### src/rtl/pipe_stage_skid.sv
// pipe_stage_skid
//   Elastic pipeline stage that sits between two core stages (F/D, D/E, E/M,
//   M/W). It carries the datapath payload, the control bundle and the hazard
//   source addresses under a valid/ready handshake, in strict FIFO order.
//   With SKID=1 a 2-entry skid buffer makes in_ready_o a register, so there is
//   no combinational path from out_ready_i to in_ready_o. With SKID=0 the
//   stage is a single register and in_ready_o is combinational.
//   A flush kills every held beat and any beat arriving in the same cycle, and
//   zeroes control/source fields so a killed slot can never write state.
//
// Ports
//   clk             clock, all state updates on the rising edge
//   reset           synchronous, active-high
//   flush_i         synchronous kill of held and incoming beats
//   in_valid_i      upstream beat valid
//   in_ready_o      stage can accept a beat
//   in_data_i       upstream payload (DATA_W)
//   in_ctrl_i       upstream control bundle (CTRL_W, all-zero = NOP)
//   in_src_i        upstream source addresses (NUM_SRC*ADDR_W, src0 in LSBs)
//   out_valid_o     downstream beat valid
//   out_ready_i     downstream accepts the beat
//   out_data_o      head payload
//   out_ctrl_o      head control, 0 whenever out_valid_o=0
//   out_src_o       head source addresses, 0 whenever out_valid_o=0
//   occupancy_o     number of beats held (0..2, at most 1 with SKID=0)
//   stall_cycles_o  saturating count of out_valid_o & !out_ready_i cycles

module pipe_stage_skid #(
    parameter int DATA_W   = 160,
    parameter int CTRL_W   = 16,
    parameter int ADDR_W   = 5,
    parameter int NUM_SRC  = 2,
    parameter int SKID     = 1,
    parameter int CLR_DATA = 0,
    parameter int CNT_W    = 16
) (
    input  logic                      clk,
    input  logic                      reset,
    input  logic                      flush_i,
    input  logic                      in_valid_i,
    output logic                      in_ready_o,
    input  logic [DATA_W-1:0]         in_data_i,
    input  logic [CTRL_W-1:0]         in_ctrl_i,
    input  logic [NUM_SRC*ADDR_W-1:0] in_src_i,
    output logic                      out_valid_o,
    input  logic                      out_ready_i,
    output logic [DATA_W-1:0]         out_data_o,
    output logic [CTRL_W-1:0]         out_ctrl_o,
    output logic [NUM_SRC*ADDR_W-1:0] out_src_o,
    output logic [1:0]                occupancy_o,
    output logic [CNT_W-1:0]          stall_cycles_o
);

    localparam int SRC_W = NUM_SRC * ADDR_W;
    localparam logic [CNT_W-1:0] CNT_ONE = CNT_W'(1);
    localparam logic [CNT_W-1:0] CNT_MAX = {CNT_W{1'b1}};

    // EMPTY: nothing held; ONE: main slot valid; TWO: main and skid valid
    typedef enum logic [1:0] {
        EMPTY = 2'd0,
        ONE   = 2'd1,
        TWO   = 2'd2
    } state_e;

    state_e              state_q, state_d;
    logic [DATA_W-1:0]   mainData_q, mainData_d, skidData_q, skidData_d;
    logic [CTRL_W-1:0]   mainCtrl_q, mainCtrl_d, skidCtrl_q, skidCtrl_d;
    logic [SRC_W-1:0]    mainSrc_q, mainSrc_d, skidSrc_q, skidSrc_d;
    logic [CNT_W-1:0]    stallCnt_q;
    logic                outValid;
    logic                inReady;
    logic                accept;
    logic                issue;

    assign outValid = (state_q != EMPTY);
    assign issue    = outValid & out_ready_i;
    // A beat offered in a flush cycle is dropped even when in_ready_o is high
    assign accept   = in_valid_i & inReady & ~flush_i;

    generate
        if (SKID != 0) begin : g_skid
            logic inReady_q;

            // Ready is precomputed from the next state, so it only drops once
            // both slots will be occupied after this edge.
            always_ff @(posedge clk) begin
                if (reset) begin
                    inReady_q <= 1'b1;
                end else begin
                    inReady_q <= (state_d != TWO);
                end
            end

            assign inReady = inReady_q;
        end else begin : g_noskid
            // Single register: a new beat fits when the slot is empty or is
            // being drained this cycle. Because of this, TWO is unreachable.
            assign inReady = ~outValid | out_ready_i;
        end
    endgenerate

    // Next-state and slot updates. Flush overrides every handshake; the
    // payload is only cleared when CLR_DATA asks for it, to save toggling.
    always_comb begin
        state_d    = state_q;
        mainData_d = mainData_q;
        mainCtrl_d = mainCtrl_q;
        mainSrc_d  = mainSrc_q;
        skidData_d = skidData_q;
        skidCtrl_d = skidCtrl_q;
        skidSrc_d  = skidSrc_q;

        if (flush_i) begin
            state_d    = EMPTY;
            mainCtrl_d = '0;
            mainSrc_d  = '0;
            skidCtrl_d = '0;
            skidSrc_d  = '0;
            if (CLR_DATA != 0) begin
                mainData_d = '0;
                skidData_d = '0;
            end
        end else begin
            case (state_q)
                EMPTY: begin
                    if (accept) begin
                        state_d    = ONE;
                        mainData_d = in_data_i;
                        mainCtrl_d = in_ctrl_i;
                        mainSrc_d  = in_src_i;
                    end
                end
                ONE: begin
                    if (accept && issue) begin
                        mainData_d = in_data_i;
                        mainCtrl_d = in_ctrl_i;
                        mainSrc_d  = in_src_i;
                    end else if (accept) begin
                        state_d    = TWO;
                        skidData_d = in_data_i;
                        skidCtrl_d = in_ctrl_i;
                        skidSrc_d  = in_src_i;
                    end else if (issue) begin
                        state_d = EMPTY;
                    end
                end
                TWO: begin
                    if (issue) begin
                        state_d    = ONE;
                        mainData_d = skidData_q;
                        mainCtrl_d = skidCtrl_q;
                        mainSrc_d  = skidSrc_q;
                    end
                end
                default: begin
                    state_d = EMPTY;
                end
            endcase
        end
    end

    // State and slot registers
    always_ff @(posedge clk) begin
        if (reset) begin
            state_q    <= EMPTY;
            mainData_q <= '0;
            mainCtrl_q <= '0;
            mainSrc_q  <= '0;
            skidData_q <= '0;
            skidCtrl_q <= '0;
            skidSrc_q  <= '0;
        end else begin
            state_q    <= state_d;
            mainData_q <= mainData_d;
            mainCtrl_q <= mainCtrl_d;
            mainSrc_q  <= mainSrc_d;
            skidData_q <= skidData_d;
            skidCtrl_q <= skidCtrl_d;
            skidSrc_q  <= skidSrc_d;
        end
    end

    // Backpressure counter: only reset clears it, a flush leaves it alone
    always_ff @(posedge clk) begin
        if (reset) begin
            stallCnt_q <= '0;
        end else if (outValid && !out_ready_i && (stallCnt_q != CNT_MAX)) begin
            stallCnt_q <= stallCnt_q + CNT_ONE;
        end
    end

    assign in_ready_o     = inReady;
    assign out_valid_o    = outValid;
    assign out_data_o     = mainData_q;
    assign out_ctrl_o     = outValid ? mainCtrl_q : '0;
    assign out_src_o      = outValid ? mainSrc_q : '0;
    assign occupancy_o    = {state_q == TWO, state_q == ONE};
    assign stall_cycles_o = stallCnt_q;

endmodule

### config.mk
export PLATFORM = sky130hd
export DESIGN_NAME = pipe_stage_skid
export DESIGN_NICKNAME = d
export VERILOG_FILES = /design/src/rtl/pipe_stage_skid.sv
export SDC_FILE = /design/constraint.sdc
export NUM_CORES = 1
export LEC_CHECK = 0
export CAP_MARGIN = 0
export CORE_ASPECT_RATIO = 0.8
export CORE_UTILIZATION = 43
export CTS_BUF_LIST = sky130_fd_sc_hd__clkbuf_4
export DETAILED_ROUTE_END_ITERATION = 10
export PLACE_DENSITY = 0.73
export SLEW_MARGIN = 20
export SYNTH_ARGS = -nofsm -noshare
export SYNTH_HDL_FRONTEND = slang
export SYNTH_SLANG_ARGS = --single-unit
### constraint.sdc
create_clock -name clk -period 2.21 [get_ports clk]
set_input_delay 0.663 -clock clk [delete_from_list [all_inputs] [get_ports clk]]
set_output_delay 0.663 -clock clk [all_outputs]
set_load 0.01 [all_outputs]
# Yosys cells after proc, flatten, opt, wreduce, memory -nomap -nowiden
# Index checks and enable logic that the tools add are counted.
word_totals:
  wordCells: 55
  output_inout_bits: 206
  inputBits: 191
  register_bits: 391
classes:
  addsub: 1
  eq_ne: 7
  bitwise: 5
  muxes: 21
  reduce_logical: 12
op_table:
  columns: ["operator", "n"]
  rows:
  - ["two-way mux 160 bit", 3]
  - ["case mux 160 bit (3 select lines)", 1]
  - ["two-way mux 16 bit", 4]
  - ["case mux 16 bit (3 select lines)", 1]
  - ["two-way mux 10 bit", 4]
  - ["case mux 10 bit (3 select lines)", 1]
  - ["adder 16 x 1 -> 16 bit, second input constant", 1]
  - ["inequality test 16 bit, second input constant", 1]
  - ["two-way mux 2 bit", 6]
  - ["AND reduction 4 bit", 2]
  - ["case mux 2 bit (3 select lines)", 1]
  - ["AND reduction 5 bit", 1]
  - ["inequality test 2 x 1 -> 1 bit, second input constant", 2]
  - ["inequality test 2 bit, second input constant", 2]
  - ["AND 1 bit", 3]
  - ["logical AND 1 bit", 3]
  - ["AND reduction 3 bit", 1]
  - ["nonzero test 3 bit", 1]
  - ["equality test 2 x 1 -> 1 bit, second input constant", 1]
  - ["equality test 2 bit, second input constant", 1]
  - ["zero test 2 bit", 1]
  - ["inverter 1 bit", 2]
  - ["nonzero test 2 bit", 1]
  - ["OR reduction 2 bit", 1]
  - ["zero test 1 bit", 1]

# Depth between registers and ports, before layout
# Gate-level depths: netlist of the first run.
logic_depth:
  ltp_word: 8
  ltp_mapped: 9
  depth_no_buf: 5

# Worst setup path after synthesis of the first run
# Ideal clock, no wire load.
synth_path:
  kind: "input port to flip-flop"
  start: "in out_ready_i"
  end: "reg stallCnt_q[6] (netlist: stall_cycles_o[6])"
  path_slack_ns: 0.026
  n_path_buf: 1
  arrival_time_ns: 2.064
  stages: 5
  setup_ns: 0.121
  required_time_ns: 2.089
  path_cell_list: "clkbuf_1 o21bai_1 or3_1 a311oi_1 mux2_2"
synth_via:
  elab_chain_cells: 3
synth_rtl:
  columns: ["element", "line_no", "rtl"]
  rows:
  - ["start: declaration", "46", "input logic out_ready_i,"]
  - ["zero test 1 bit", "187", "end else if (outValid && !out_ready_i && (stallCnt_q != CNT_MAX)) begin"]
  - ["logical AND 1 bit (2 in series)", "187", null]
  - ["end signal: assignment", "188", "stallCnt_q <= stallCnt_q + CNT_ONE;"]
  - ["end: declaration", "69", "logic [CNT_W-1:0] stallCnt_q;"]
# No other way between the ends.
# A chain may end at the register's enable or synchronous reset.

# Worst setup path in the final report of the first run
layout_path:
  start: "reg state_q[0]"
  end: "out out_src_o[6]"
layout_via:
  elab_chain_cells: 2
layout_rtl:
  columns: ["element", "line_no", "rtl"]
  rows:
  - ["start: declaration", "65", "state_e state_q, state_d;"]
  - ["start signal: assignment", "173", "state_q <= state_d;"]
  - ["nonzero test 2 bit", "75", "assign outValid = (state_q != EMPTY);"]
  - ["two-way mux 10 bit", "196", "assign out_src_o = outValid ? mainSrc_q : '0;"]
  - ["end: declaration", "49", "output logic [NUM_SRC*ADDR_W-1:0] out_src_o,"]
# No other way between the ends.

==> flow_summary_export.csv, run 1 <==
group,metric,value,unit
timing,finalHoldViolations,0,
timing,fin_crit_sh,1.081,
die,core-area,0.03705,mm^2
finish,area_growth,37.52,%
power_and_ir_drop,worst_ir_drop_vdd,0.4592,mV
grt,grt_max_degree,178,
worst_setup_path,max_stage_delay,0.36,ns
worst_setup_path,worstSetupPathType,"reg -> out",
clocking,cts.path.max_buffers,3,
hold_path,whs_endpoint,"skidData_q[1]",
timing,finalCriticalPeriod,2.390,ns
power_and_ir_drop,leakagePower,9.377,nW
timing,final-max-slew-violation-count,0,
placement,io_buffers,396,
synthesis,syn_area,0.01614,mm^2
drt,detail_route.iter0.violations,999,
finish,final_util,0.5991,
timing,tightest_slew,0.9085,ns
timing,slew_headroom,0.3944,
worst_setup_path,crit_arrival,1.73,ns
clocking,clk_latency,0.78,ns
drt,drt_first_pass_iters,7,
timing,clock_skew,0.05149,ns
timing,finalSetupTns,-3.629,ns
synthesis,synth_top_area_share,0.4850,
worst_setup_path,critPathCaptureType,"output port",
clocking,numCtsBuffers,99,
clocking,cts_tree,"built",
synthesis,synth_edf_count,0,
synthesis,synth_fp_nets,2048,
grt,overflow,0,
worst_setup_path,path_buf_inv,3,
worst_setup_path,critPathLaunchType,"register",
synthesis,synth_seq_cells,391,
die,fp.dieH,175.3,um
drt,drc,0,
worst_setup_path,reg2reg_from,"state_q[0]",
clocking,clock_tree.root_cell,"clkbuf_4",
clocking,cts_sinks,391,
synthesis,synthArstFlopShare,0,
synthesis,yosysSeqAreaShare,0.4850,
worst_setup_path,slowest_stage,"dfxtp_4",
timing,setup_viol,28,
power_and_ir_drop,power,15.30,mW
synthesis,syn-mean-instance-area,8.696,um^2
die,start_util,0.4357,
clocking,ctsHtreeMaxLevel,3,
synthesis,synthFlopType,"dfxtp_1",
finish,final-instance-count-excl-fill,2811,
drt,vias,15430,
job,drv_cap,0,
worst_setup_path,path_max_fanout,6,
synthesis,yosysWarnings,0,
worst_setup_path,r2r_end,"out_data_o[128]",
worst_setup_path,path_cells,"nor2_4 -> buf_12 -> buf_16 -> nor2b_1 -> buf_2",
die,row_count,63,
grt,grt_pass1_wl,76960,um
synthesis,yosys.area.top_type,"dfxtp_1",
clocking,path_clk_slew,0.07,ns
placement,dpl.hpwl,32240,um
drt,avgRoutedWirePerCell,17.58,um
grt,antenna_found_initial,4,
hold_path,min_path_cells,2,
worst_setup_path,r2r_cells,7,
timing,rsz0062_at_grt,"yes",
worst_setup_path,crit_family,"buffers and inverters",
worst_setup_path,required,1.55,ns
timing,fmax,0.4185,GHz
hold_path,holdCritPathClass,"in -> reg",
placement,gp_congestion,0.8562,
synthesis,synthTopCellsByArea,"dfxtp_1 48%, a21oi_1 11%, a311oi_1 10%",
synthesis,synth_cells,1856,
finish,drive_above_1_share,0.1435,
run_status,violations,"negative setup slack",
worst_setup_path,regToRegSetupSlack,0.14,ns
die,die_area,0.03832,mm^2
synthesis,synthDistinctLibCells,44,
power_and_ir_drop,p_per_area,689.4,mW/mm^2
die,io_pins,397,
finish,final_nets,2449,
drt,vias_per_cell,5.490,
drt,wirelength,49420,um
grt,grt_usage,0.2483,
drt,ant_nets,0,
hold_path,min_from,"reset",
grt,grt_pass1_vias,14720,
run_status,outcome,"finished, violations left",
die,dieWidth,218.6,um
placement,dp.cells,2634,
timing,fin_ws,-0.1795,ns
## logic make-up (layout without fill, tap and decap cells)
group / Yosys count / count (layout) / share of synthesized area
AOI/OAI and AO/OA: 563 / 563 / 0.2239
other: 0 / 3 / 0
buffers and inverters: 198 / 663 / 0.05101
adders and majority gates: 1 / 1 / 0.0007751
and+or+nand+nor: 538 / 538 / 0.1367
muxes: 165 / 165 / 0.1026
DFF: 391 / 391 / 0.4850
## worst max path at each step
stage,startpoint,endpoint,slack (ns),cells after the start
4_1_cts,state_q[1],out_ctrl_o[7],-0.27,5
3_3_place_gp,in_valid_i,out_data_o[111],-0.24,7
6_report,state_q[0],out_src_o[6],-0.18,5
2_1_floorplan,out_ready_i,stall_cycles_o[6],0.03,5
5_1_grt,state_q[0],out_src_o[6],-0.29,5
3_5_place_dp,in_valid_i,out_data_o[105],-0.33,7
## area by class of cell
type / count / area, um^2
clock inverters: 27 / 195.2
repair buffers: 491 / 4835
flip-flops and latches: 391 / 7856
diodes: 3 / 7.507
well taps: 487 / 609.3
multi-input cells: 1267 / 7619
clock buffers: 138 / 1036
fillers: 3245 / 14850
inverters: 7 / 38.79
## timing repair
action,in CTS,in global routing
hold buffers,0,0
pin swaps,1,0
resized for setup,371,37
cloned,3,0
endpoints found under the setup margin,206,55
hold endpoints to repair,0,0
buffers inserted,6,2
## cell usage after synthesis, types with 4 or more instances
| cell type | number |
|---|---|
| mux2_2 | 4 |
| nand3_1 | 7 |
| a311oi_2 | 4 |
| nor3_1 | 5 |
| a21oi_1 | 351 |
| nor2_1 | 37 |
| buf_2 | 58 |
| nor2b_1 | 31 |
| and3_1 | 4 |
| nand4_1 | 5 |
| a31oi_1 | 5 |
| dfxtp_1 | 391 |
| a311oi_1 | 187 |
| nor4_1 | 5 |
| nand2_1 | 428 |
| inv_1 | 5 |
| clkbuf_1 | 130 |
| mux2i_1 | 161 |
## registers in the layout, summed over array words and instances (netlist names)
signal / flops
out_data_o: 160
mainCtrl_q: 16
skidCtrl_q: 16
state_q: 2
stall_cycles_o: 16
in_ready_o: 1
mainSrc_q: 10
skidData_q: 160
skidSrc_q: 10
## power breakdown
part / switching (mW) / internal (mW) / total [mW]
Combinational: 0.913 / 0.889 / 1.80
Clock: 2.92 / 3.21 / 6.13
Sequential: 0.116 / 7.25 / 7.37
## layer usage
metal | vias to the layer above | part of all wire | GRT usage
li1 | 7509 | - | -
met1 | 7314 | 0.43 | 0.3163
met2 | 511 | 0.47 | 0.3888
met3 | 95 | 0.069 | 0.07082
met4 | 2 | 0.032 | 0.1116
met5 | - | 0.00022 | 0
## worst register-to-register path, cell delays in order, from the launching register on
cell and delay, ns:
dfxtp_4 0.36, buf_6 0.10, nand2b_4 0.13, buf_4 0.12
buf_12 0.26, buf_12 0.45, mux2i_1 0.20, a311oi_1 0.30
## stage by stage
stage | hold WS, ns | setup slack (ns) | cell area, um^2
floorplan | 0.4357 | 0.02569 | 16140
global placement | 0.4406 | -0.2414 | 20980
detailed placement | 0.4456 | -0.3312 | 20980
CTS | 0.08710 | -0.2662 | 22180
global route | 0.1009 | -0.2859 | 22200
finish | 0.1871 | -0.1795 | 22200
## placed cells by master, fill, tap and decap left out, drive strengths merged, types with 3 or more instances in the layout
| cell type | synthesis | layout |
|---|---|---|
| mux2i | 161 | 161 |
| dfxtp | 391 | 391 |
| and4 | 3 | 3 |
| clkbuf | 130 | 147 |
| clkdlybuf4s15 | 0 | 22 |
| diode | 0 | 3 |
| a211oi | 3 | 3 |
| bufinv | 0 | 3 |
| a31oi | 5 | 5 |
| nand3 | 7 | 7 |
| nor2b | 31 | 31 |
| nor2 | 37 | 37 |
| clkinv | 1 | 22 |
| a21boi | 3 | 3 |
| buf | 61 | 126 |
| a311oi | 191 | 191 |
| dlygate4sd2 | 0 | 145 |
| nor3 | 5 | 5 |
| inv | 6 | 7 |
| nand2 | 428 | 428 |
| clkdlybuf4s50 | 0 | 189 |
| nand2b | 3 | 3 |
| and3 | 4 | 4 |
| mux2 | 4 | 4 |
| nor4 | 5 | 5 |
| a21oi | 351 | 351 |
| nand4 | 5 | 5 |
(Power assumes the default switching activity.)
==> run 2: changes to the inputs <==
--- a/config.mk
+++ b/config.mk
@@ -11,7 +11,8 @@
 export CTS_BUF_LIST = sky130_fd_sc_hd__clkbuf_4
 export DETAILED_ROUTE_END_ITERATION = 10
 export PLACE_DENSITY = 0.73
-export SLEW_MARGIN = 20
+export SLEW_MARGIN = 10
 export SYNTH_ARGS = -nofsm -noshare
 export SYNTH_HDL_FRONTEND = slang
 export SYNTH_SLANG_ARGS = --single-unit
+export TNS_END_PERCENT = 10
==> run 2 against run 1 <==
The run still ends with negative setup slack left. Register-to-register slack hardly changed. Global-route usage hardly changed. Clock-buffer cell count stayed put. Clock power hardly changed. Critical endpoint unchanged.
==> flow_summary_export.csv, run 2 (synthesis results as in run 1) <==
group,metric,value,unit
die,fp.dieH,175.3,um
drt,vias_per_cell,5.500,
worst_setup_path,critPathCaptureType,"output port",
timing,finalHoldViolations,0,
drt,drc,0,
clocking,ctsHtreeMaxLevel,3,
finish,nFillCells,3247,
job,drv_cap,0,
timing,rsz0062_at_grt,"yes",
finish,final-seq-area,0.007856,mm^2
power_and_ir_drop,switchingPower,3.969,mW
finish,multi_input_area,0.007611,mm^2
finish,final_util,0.5985,
timing,tightest_slew,0.8826,ns
die,core-area,0.03705,mm^2
clocking,clk_latency,0.78,ns
worst_setup_path,required,1.55,ns
placement,io_buffers,396,
finish,most-common-layout-cells,"428 x nand2_1, 374 x dfxtp_1, 351 x a21oi_1, 189 x clkdlybuf4s50_1, 187 x a311oi_1",
hold_path,holdCritPathClass,"in -> reg",
power_and_ir_drop,power_frac_clock,0.401,
drt,drt_first_pass_iters,5,
clocking,path_clk_slew,0.07,ns
drt,vias,15460,
grt,grt_usage,0.2483,
drt,ant_nets,0,
grt,overflow,0,
power_and_ir_drop,p_per_area,690.8,mW/mm^2
drt,avgRoutedWirePerCell,17.60,um
worst_setup_path,crit_arrival,1.73,ns
clocking,numCtsBuffers,99,
finish,layout_commonest_cell,"nand2_1",
worst_setup_path,path_max_fanout,6,
clocking,cts.path.max_buffers,3,
clocking,cts_sinks,391,
worst_setup_path,worstSetupPathType,"reg -> out",
clocking,cts_hold_buf,0,
grt,grt_pass1_vias,14710,
clocking,clock_tree.root_cell,"clkbuf_4",
die,start_util,0.4357,
timing,slew_headroom,0.4116,
finish,final_nets,2448,
timing,final-max-slew-violation-count,0,
timing,fmax,0.4184,GHz
finish,drive_above_1_share,0.1427,
drt,detail_route.iter0.violations,1025,
placement,gp_congestion,0.8562,
run_status,outcome,"finished, violations left",
timing,fin_ws,-0.1801,ns
die,dieWidth,218.6,um
power_and_ir_drop,leakagePower,9.371,nW
power_and_ir_drop,swShare,0.2591,
power_and_ir_drop,worst_ir_drop_vdd,0.4595,mV
power_and_ir_drop,p_comb_frac,0.117,
power_and_ir_drop,internal_power,11.35,mW
clocking,cts_tree,"built",
timing,clock_skew,0.05296,ns
timing,setup_viol,28,
die,row_count,63,
die,die_area,0.03832,mm^2
grt,grt_pass1_wl,76950,um
die,io_pins,397,
grt,grt_max_degree,178,
placement,dpl.hpwl,32240,um
timing,fin_crit_sh,1.081,
grt,antenna_found_initial,4,
run_status,violations,"negative setup slack",
power_and_ir_drop,p_seq_frac,0.481,
worst_setup_path,critPathLaunchType,"register",
finish,area_growth,37.37,%
drt,wirelength,49470,um
timing,finalCriticalPeriod,2.390,ns
power_and_ir_drop,power,15.32,mW
run 2: path summary, 6_finish.rpt:
check | startpoint | end | slack, ns | cells after the start
min reg2reg | skidSrc_q[3] | mainSrc_q[3] | 0.45 | 2
max | state_q[0] | out_src_o[6] | -0.18 | 5
min | reset | stall_cycles_o[3] | 0.18 | 2
max reg2reg | state_q[0] | out_data_o[128] | 0.14 | 7
run 2: cell type report:
type	count	share of cell area
flip-flops and latches	391	0.3543
multi-input cells	1267	0.3433
repair buffers	490	0.2174
clock buffers	138	0.04672
well taps	487	0.02748
clock inverters	27	0.008803
inverters	7	0.001636
diodes	3	0.0003386
run 2: worst max-delay path: stages, from the launching register on:
cell     delay [ns]
dfxtp_4        0.35
nor2_4         0.12
buf_12         0.14
buf_16         0.15
nor2b_1        0.05
buf_2          0.13
run 2: power by group through the flow:
stage	clock network (mW)	registers (mW)	logic (mW)
floorplan	0	7.58	0.739
global placement	0	7.52	1.82
detailed placement	0	7.53	1.86
CTS	6.32	7.37	1.80
global route	6.72	7.39	1.94
finish	6.15	7.37	1.80
run 2: stage by stage:
step	instances	setup WS (ns)	TNS, ns	hold WS [ns]	instance area, um^2
floorplan	1856	0.02569	0	0.4357	16140
global placement	2634	-0.2414	-67.84	0.4406	20980
detailed placement	2634	-0.3312	-80.78	0.4456	20980
CTS	2808	-0.2662	-6.739	0.08710	22170
global route	2810	-0.2860	-6.796	0.1009	22170
finish	2810	-0.1801	-3.518	0.1808	22170
run 2: routing by layer:
layer  vias up  share of wire  global-route usage
li1       7509              -                   -
met1      7297           0.43              0.3162
met2       543           0.46              0.3888
met3       104          0.074             0.07082
met4         2          0.034              0.1116
met5         -        0.00022                   0
run 2: repair_timing:
action,in CTS,in global routing
pin swaps,1,0
setup buffers,6,0
cloned,3,0
resized for setup,368,36
endpoints found under the setup margin,206,55
==> run 3: changes to the inputs <==
--- a/config.mk
+++ b/config.mk
@@ -15,4 +15,3 @@
 export SYNTH_ARGS = -nofsm -noshare
 export SYNTH_HDL_FRONTEND = slang
 export SYNTH_SLANG_ARGS = --single-unit
-export TNS_END_PERCENT = 10
==> results of run 3 <==
Same layout as run 1: the final DEF is identical, and so are final timing and power.
